File: config.mk
export PLATFORM = sky130hd
export DESIGN_NAME = fifo_read_pointer_ble
export DESIGN_NICKNAME = d
export VERILOG_FILES = /design/src/rtl/ble_fifo_pkg.sv /design/src/rtl/fifo_sync_ble.sv /design/src/rtl/fifo_read_pointer_ble.sv
export SDC_FILE = /design/constraint.sdc
export NUM_CORES = 1
export LEC_CHECK = 0
export BUFFER_PORTS_ARGS = -buffer_cell sky130_fd_sc_hd__buf_2
export CORE_UTILIZATION = 43
export CTS_CLUSTER_SIZE = 10
export DETAILED_ROUTE_END_ITERATION = 12
export PLACE_DENSITY_LB_ADDON = 0.1
export REMOVE_ABC_BUFFERS = 1
export SLEW_MARGIN = 30
export SYNTH_ARGS = -nofsm -noshare
export SYNTH_HDL_FRONTEND = slang
export SYNTH_SLANG_ARGS = --single-unit
File: constraint.sdc
create_clock -name R_CLK -period 1.56 [get_ports R_CLK]
set_input_delay 0.156 -clock R_CLK [delete_from_list [all_inputs] [get_ports R_CLK]]
set_output_delay 0.156 -clock R_CLK [all_outputs]
set_load 0.02 [all_outputs]
File: src/rtl/ble_fifo_pkg.sv
// Shared constants and pointer-code helpers for the BLE PHY async FIFO.
// Both the read- and write-pointer blocks import this package.
package ble_fifo_pkg;

    localparam int BLE_FIFO_ADDR_WIDTH = 4;
    localparam int BLE_DATA_SIZE_W     = 17;

    typedef logic [BLE_FIFO_ADDR_WIDTH:0] ble_ptr_t;

    function automatic ble_ptr_t bin2gray(input ble_ptr_t bin);
        return bin ^ (bin >> 1);
    endfunction

    function automatic ble_ptr_t gray2bin(input ble_ptr_t gray);
        ble_ptr_t bin;
        bin[BLE_FIFO_ADDR_WIDTH] = gray[BLE_FIFO_ADDR_WIDTH];
        for (int i = BLE_FIFO_ADDR_WIDTH - 1; i >= 0; i--) begin
            bin[i] = bin[i + 1] ^ gray[i];
        end
        return bin;
    endfunction

endpackage

File: src/rtl/fifo_sync_ble.sv
// Two-flop synchroniser for Gray pointers crossing between FIFO clock domains.
module fifo_sync_ble #(
    parameter int WIDTH = 5
) (
    input  logic             clk,
    input  logic             rst,
    input  logic [WIDTH-1:0] d,
    output logic [WIDTH-1:0] q
);

    logic [WIDTH-1:0] stage1;

    // Two-stage metastability filter, cleared to zero on reset
    always_ff @(posedge clk or posedge rst) begin
        if (rst) begin
            stage1 <= {WIDTH{1'b0}};
            q      <= {WIDTH{1'b0}};
        end else begin
            stage1 <= d;
            q      <= stage1;
        end
    end

endmodule

File: src/rtl/fifo_read_pointer_ble.sv
// Read-side pointer, EMPTY flag, frame-end interrupt and underflow logic
// of the BLE PHY asynchronous FIFO.
module fifo_read_pointer_ble
    import ble_fifo_pkg::*;
(
    input  logic                         R_CLK,
    input  logic                         R_rst,
    input  logic                         R_inc,
    input  logic [BLE_FIFO_ADDR_WIDTH:0] Wptr_gray,
    input  logic [BLE_DATA_SIZE_W-1:0]   data_size,
    input  logic [BLE_DATA_SIZE_W-1:0]   R_Addr_bits,
    output logic                         EMPTY_VALUE,
    output logic [BLE_FIFO_ADDR_WIDTH:0] R_ptr,
    output logic [BLE_FIFO_ADDR_WIDTH-1:0] R_Addr,
    output logic                         R_valid,
    output logic                         rx_irq,
    output logic                         R_underflow
);

    localparam int AW = BLE_FIFO_ADDR_WIDTH;

    logic [AW:0] bin_ptr;
    logic [AW:0] bin_next;
    logic [AW:0] rq2_wptr;
    logic        accept;
    logic        frame_end;

    fifo_sync_ble #(.WIDTH(AW + 1)) u_wptr_sync (
        .clk (R_CLK),
        .rst (R_rst),
        .d   (Wptr_gray),
        .q   (rq2_wptr)
    );

    assign EMPTY_VALUE = (R_ptr == rq2_wptr);
    assign accept      = R_inc & ~EMPTY_VALUE;
    assign frame_end   = (R_Addr_bits >= data_size);
    assign R_Addr      = bin_ptr[AW-1:0];

    // Next binary pointer: a frame end jumps to the start of the other lap, as the writer does
    always_comb begin
        bin_next = bin_ptr;
        if (frame_end) begin
            bin_next = {~bin_ptr[AW], {AW{1'b0}}};
        end else begin
            bin_next = bin_ptr + {{AW{1'b0}}, 1'b1};
        end
    end

    // Pointer state, Gray export and status outputs
    always_ff @(posedge R_CLK or posedge R_rst) begin
        if (R_rst) begin
            bin_ptr     <= {(AW + 1){1'b0}};
            R_ptr       <= {(AW + 1){1'b0}};
            R_valid     <= 1'b0;
            rx_irq      <= 1'b0;
            R_underflow <= 1'b0;
        end else begin
            if (accept) begin
                bin_ptr <= bin_next;
                R_ptr   <= bin2gray(bin_next);
            end
            R_valid <= accept;
            rx_irq  <= accept & frame_end;
            if (R_inc & EMPTY_VALUE) begin
                R_underflow <= 1'b1;
            end
        end
    end

endmodule
==> run_summary.xml <==
<?xml version="1.0" encoding="UTF-8"?>
<metrics>
  <group name="placement">
    <metric name="place.detailed.hpwl" unit="µm">2137</metric>
    <metric name="pre_cts_ws" unit="ns">-0.4694</metric>
    <metric name="port_buffers" unit="">54</metric>
    <metric name="placed_cells_incl_taps" unit="">232</metric>
    <metric name="post_dp_cell_area" unit="µm²">1740</metric>
    <metric name="routabilityCongestion" unit="">0.8202</metric>
  </group>
  <group name="routing">
    <metric name="finalWirelength" unit="µm">3190</metric>
    <metric name="count_of_vias_placed_by_the_detailed_router" unit="">1233</metric>
    <metric name="detail_route.iter0.violations" unit="">28</metric>
    <metric name="avgRoutedWirePerCell" unit="µm">12.66</metric>
    <metric name="antenna_violating_nets_post_route" unit="">0</metric>
    <metric name="first_pass_iters" unit="">8</metric>
    <metric name="drt-vias-per-instance" unit="">4.893</metric>
    <metric name="number_of_drc_violations_after_detailed_routing" unit="">4</metric>
  </group>
  <group name="timing">
    <metric name="final_count_of_negative_setup_slack_endpoints" unit="">9</metric>
    <metric name="max_slew_vio_count" unit="">0</metric>
    <metric name="clock-skew-final" unit="ns">0.003046</metric>
    <metric name="finalCriticalPeriod" unit="ns">1.644</metric>
    <metric name="timing.max_slew.rel_slack" unit="">0.7795</metric>
    <metric name="maxClockFrequency" unit="GHz">0.6084</metric>
    <metric name="hold_violations" unit="">0</metric>
    <metric name="min_period_over_period" unit="">1.054</metric>
    <metric name="tightest_slew" unit="ns">0.3300</metric>
    <metric name="setup_ws" unit="ns">-0.08368</metric>
    <metric name="rsz0062_at_grt" unit="">yes</metric>
  </group>
  <group name="die">
    <metric name="num_io_pins" unit="">55</metric>
    <metric name="placeableCoreArea" unit="µm²">2853</metric>
    <metric name="rows" unit="">19</metric>
    <metric name="die_area" unit="µm²">3322</metric>
    <metric name="floorplan.initialDensity" unit="">0.4667</metric>
    <metric name="die_width" unit="µm">57.64</metric>
    <metric name="die_h" unit="µm">57.64</metric>
  </group>
  <group name="critical_path">
    <metric name="critical_path_required" unit="ns">1.75</metric>
    <metric name="worstReg2RegEnd" unit="">R_ptr[3]</metric>
    <metric name="critical_path.max_fanout" unit="">5</metric>
    <metric name="critPathCaptureType" unit="">flip-flop</metric>
    <metric name="setup.worst_path.start_class" unit="">flip-flop</metric>
    <metric name="regToRegSetupSlack" unit="ns">-0.08</metric>
    <metric name="setup.worst_path.class" unit="">reg -&gt; reg</metric>
    <metric name="crit_arrival" unit="ns">1.83</metric>
    <metric name="timing.rr.start" unit="">R_ptr[4]</metric>
    <metric name="reg2reg_depth" unit="">6</metric>
  </group>
  <group name="pwr">
    <metric name="switchingPower" unit="mW">0.9381</metric>
    <metric name="intPower" unit="mW">1.470</metric>
    <metric name="p_per_area" unit="nW/µm²">1070</metric>
    <metric name="power.switching_fraction" unit="">0.3896</metric>
    <metric name="post-layout-total-power" unit="mW">2.408</metric>
    <metric name="clockPowerShare" unit="">0.124</metric>
    <metric name="worst_ir_drop_vdd" unit="µV">894.3</metric>
    <metric name="seqPwrFrac" unit="">0.343</metric>
    <metric name="power.static_leakage" unit="nW">1.159</metric>
    <metric name="share_comb_of_total_power" unit="">0.534</metric>
  </group>
  <group name="synthesis">
    <metric name="xor_xnor_share_of_the_synthesized_area" unit="">0.07237</metric>
    <metric name="postSynthRegisterBits" unit="">22</metric>
    <metric name="yosysTopAreaCellShare" unit="">0.4135</metric>
    <metric name="yosysUniqueCellTypes" unit="">33</metric>
    <metric name="syn_area" unit="µm²">1331</metric>
    <metric name="synth-edff-count" unit="">0</metric>
    <metric name="main_combinational_cell_family_by_area_after_synthesis" unit="">adder cells</metric>
    <metric name="synth-main-ff-cell" unit="">dfrtp_1</metric>
    <metric name="synth.top_cells.by_area" unit="">dfrtp_1, ha_1, inv_1</metric>
    <metric name="syn-instance-count" unit="">134</metric>
    <metric name="yosys_warnings" unit="">0</metric>
    <metric name="synthTopCellsByCount" unit="">dfrtp_1, inv_1, ha_1, nand2_1, a21oi_1</metric>
    <metric name="mux_cell_area_share_after_synthesis" unit="">0</metric>
    <metric name="sequential_fraction_of_the_synthesis_area" unit="">0.4135</metric>
    <metric name="synth_compound_area_frac" unit="">0.1664</metric>
    <metric name="synth-async-reset-ratio" unit="">1.000</metric>
    <metric name="synthAdderAreaFrac" unit="">0.1692</metric>
    <metric name="simple_gate_fraction_of_synth_area" unit="">0.1156</metric>
    <metric name="yosys.area.top_type" unit="">dfrtp_1</metric>
    <metric name="most_frequently_used_cell_type_in_the_post_synthesis_netlist" unit="">dfrtp_1</metric>
    <metric name="postSynthAreaPerCell" unit="µm²">9.935</metric>
  </group>
  <group name="grt">
    <metric name="grt_pass1_wl" unit="µm">5050</metric>
    <metric name="initial_antenna_violation_count" unit="">0</metric>
    <metric name="grt_pass1_vias" unit="">1244</metric>
    <metric name="overflow" unit="">0</metric>
    <metric name="track_usage" unit="">0.1950</metric>
    <metric name="grt_max_degree" unit="">23</metric>
  </group>
  <group name="finish">
    <metric name="synthToLayoutAreaGrowth" unit="%">68.99</metric>
    <metric name="instances_no_fill" unit="">252</metric>
    <metric name="antenna_cells" unit="">0</metric>
    <metric name="seq_area" unit="µm²">550.5</metric>
    <metric name="fillers" unit="">201</metric>
    <metric name="nNetsFinal" unit="">282</metric>
    <metric name="stdcell_area" unit="µm²">2250</metric>
    <metric name="multi_input_comb_area" unit="µm²">904.6</metric>
    <metric name="finish.utilization" unit="">0.7886</metric>
    <metric name="drive_gt1_frac" unit="">0.5566</metric>
  </group>
  <group name="cts">
    <metric name="clkTransAtPathRegs" unit="ns">0.11</metric>
    <metric name="clk_root_buffer_cell" unit="">clkbuf_4</metric>
    <metric name="maximum_clock_insertion_buffer_count" unit="">2</metric>
    <metric name="cts_max_level" unit="">1</metric>
    <metric name="tritoncts" unit="">yes</metric>
    <metric name="cts_buffers" unit="">3</metric>
    <metric name="insertion_delay" unit="ns">0.30</metric>
    <metric name="clock_sink_count" unit="">22</metric>
  </group>
  <group name="hold_path">
    <metric name="hold_path.class" unit="">in -&gt; reg</metric>
    <metric name="holdPathStages" unit="">2</metric>
    <metric name="hold_start" unit="">R_inc</metric>
    <metric name="min_delay_worst_endpoint" unit="">R_underflow</metric>
  </group>
  <group name="status">
    <metric name="violated_checks" unit="">design-rule violations, negative setup slack</metric>
    <metric name="run_status" unit="">finished, violations left</metric>
  </group>
  <group name="run">
    <metric name="cap_viol_max_count" unit="">0</metric>
  </group>
</metrics>
flip-flops by register name, summed over array words and instances, names as in the netlist:
register,flops
R_underflow,1
R_ptr,5
R_valid,1
rx_irq,1
u_wptr_sync.stage1,5
u_wptr_sync.q,5
bin_ptr,4
worst max path at each step:
stage / startpoint / end / cells past startpoint
3_5_place_dp: data_size[10] / R_ptr[2] / 10
4_1_cts: R_ptr[1] / EMPTY_VALUE / 5
6_report: R_ptr[4] / R_ptr[3] / 6
3_3_place_gp: data_size[10] / R_ptr[2] / 10
5_1_grt: R_ptr[1] / EMPTY_VALUE / 5
2_1_floorplan: R_ptr[4] / bin_ptr[3] / 5
cells in the final DEF, fill, tap and decap left out, types with 2 or more instances in the layout:
cell,netlist,layout
xor2_2,0,3
nand2_4,0,2
o21ai_1,4,4
clkbuf_4,0,3
inv_2,0,4
ha_1,18,10
dlygate4sd3_1,0,6
buf_2,1,39
buf_4,0,18
a21oi_1,8,6
o21ai_2,0,2
nand2_1,15,12
nand4_1,2,2
buf_6,0,20
xnor2_1,6,4
inv_4,0,4
xor2_1,5,2
a21o_1,5,5
ha_4,0,7
xnor2_2,0,2
dfrtp_1,22,22
nand3_1,4,3
nand2_2,1,2
a21oi_2,0,2
nand2b_1,2,2
inv_1,21,13
logic make-up (layout without fill, tap and decap cells):
family                     Yosys count  count (layout)
adders and majority gates           18              18
and+or+nand+nor                     31              31
AOI/OAI and AO/OA                   30              30
xor gates and xnor gates            11              11
buffers and inverters               22             109
DFF                                 22              22
power by group through the flow:
stage | logic (mW) | registers (mW) | clock network, mW
final | 1.28 | 0.826 | 0.297
after global routing | 1.40 | 0.843 | 0.340
after global placement | 0.937 | 0.803 | 0
after CTS | 1.09 | 0.801 | 0.307
after floorplan | 0.449 | 0.949 | 0
after detailed placement | 0.955 | 0.810 | 0
worst max-delay path, cell delays in order (launching register included):
cell and delay, ns:
dfrtp_1 0.43, xor2_2 0.21, o41ai_2 0.35, buf_4 0.20
nor3_1 0.06, a21oi_1 0.17, nand3_2 0.10
final cells by class:
| cell class | count | area share |
|---|---|---|
| tap | 31 | 0.01724 |
| inverter | 21 | 0.03949 |
| multi-input combinational | 90 | 0.4021 |
| clock buffer | 4 | 0.01613 |
| sequential | 22 | 0.2447 |
| timing repair buffer | 84 | 0.2803 |
timing repair:
item                                    4_1_cts  5_1_grt
endpoints found under the setup margin       11       10
hold endpoints to repair                     27        0
resized for setup                            21       50
hold buffers                                  6        0
pin swaps                                    13       17
setup buffers                                 8        2
layer usage:
layer | vias to the layer above | routed length, µm | track usage | share of wire
met5 | - | 0 | 0 | 0
met4 | 0 | 8 | 0.02091 | 0.0025
met3 | 2 | 147 | 0.04688 | 0.046
met2 | 35 | 1651 | 0.3522 | 0.52
met1 | 561 | 1383 | 0.2442 | 0.43
li1 | 635 | - | - | -
stage by stage:
stage | TNS, ns | hold WS (ns)
finish | -0.3338 | 0.08848
global route | -0.9413 | 0.08311
CTS | -0.2165 | 0.07262
detailed placement | -4.154 | 0.1964
global placement | -3.460 | 0.1956
floorplan | -4.990 | 0.1452
(Power assumes the default switching activity.)
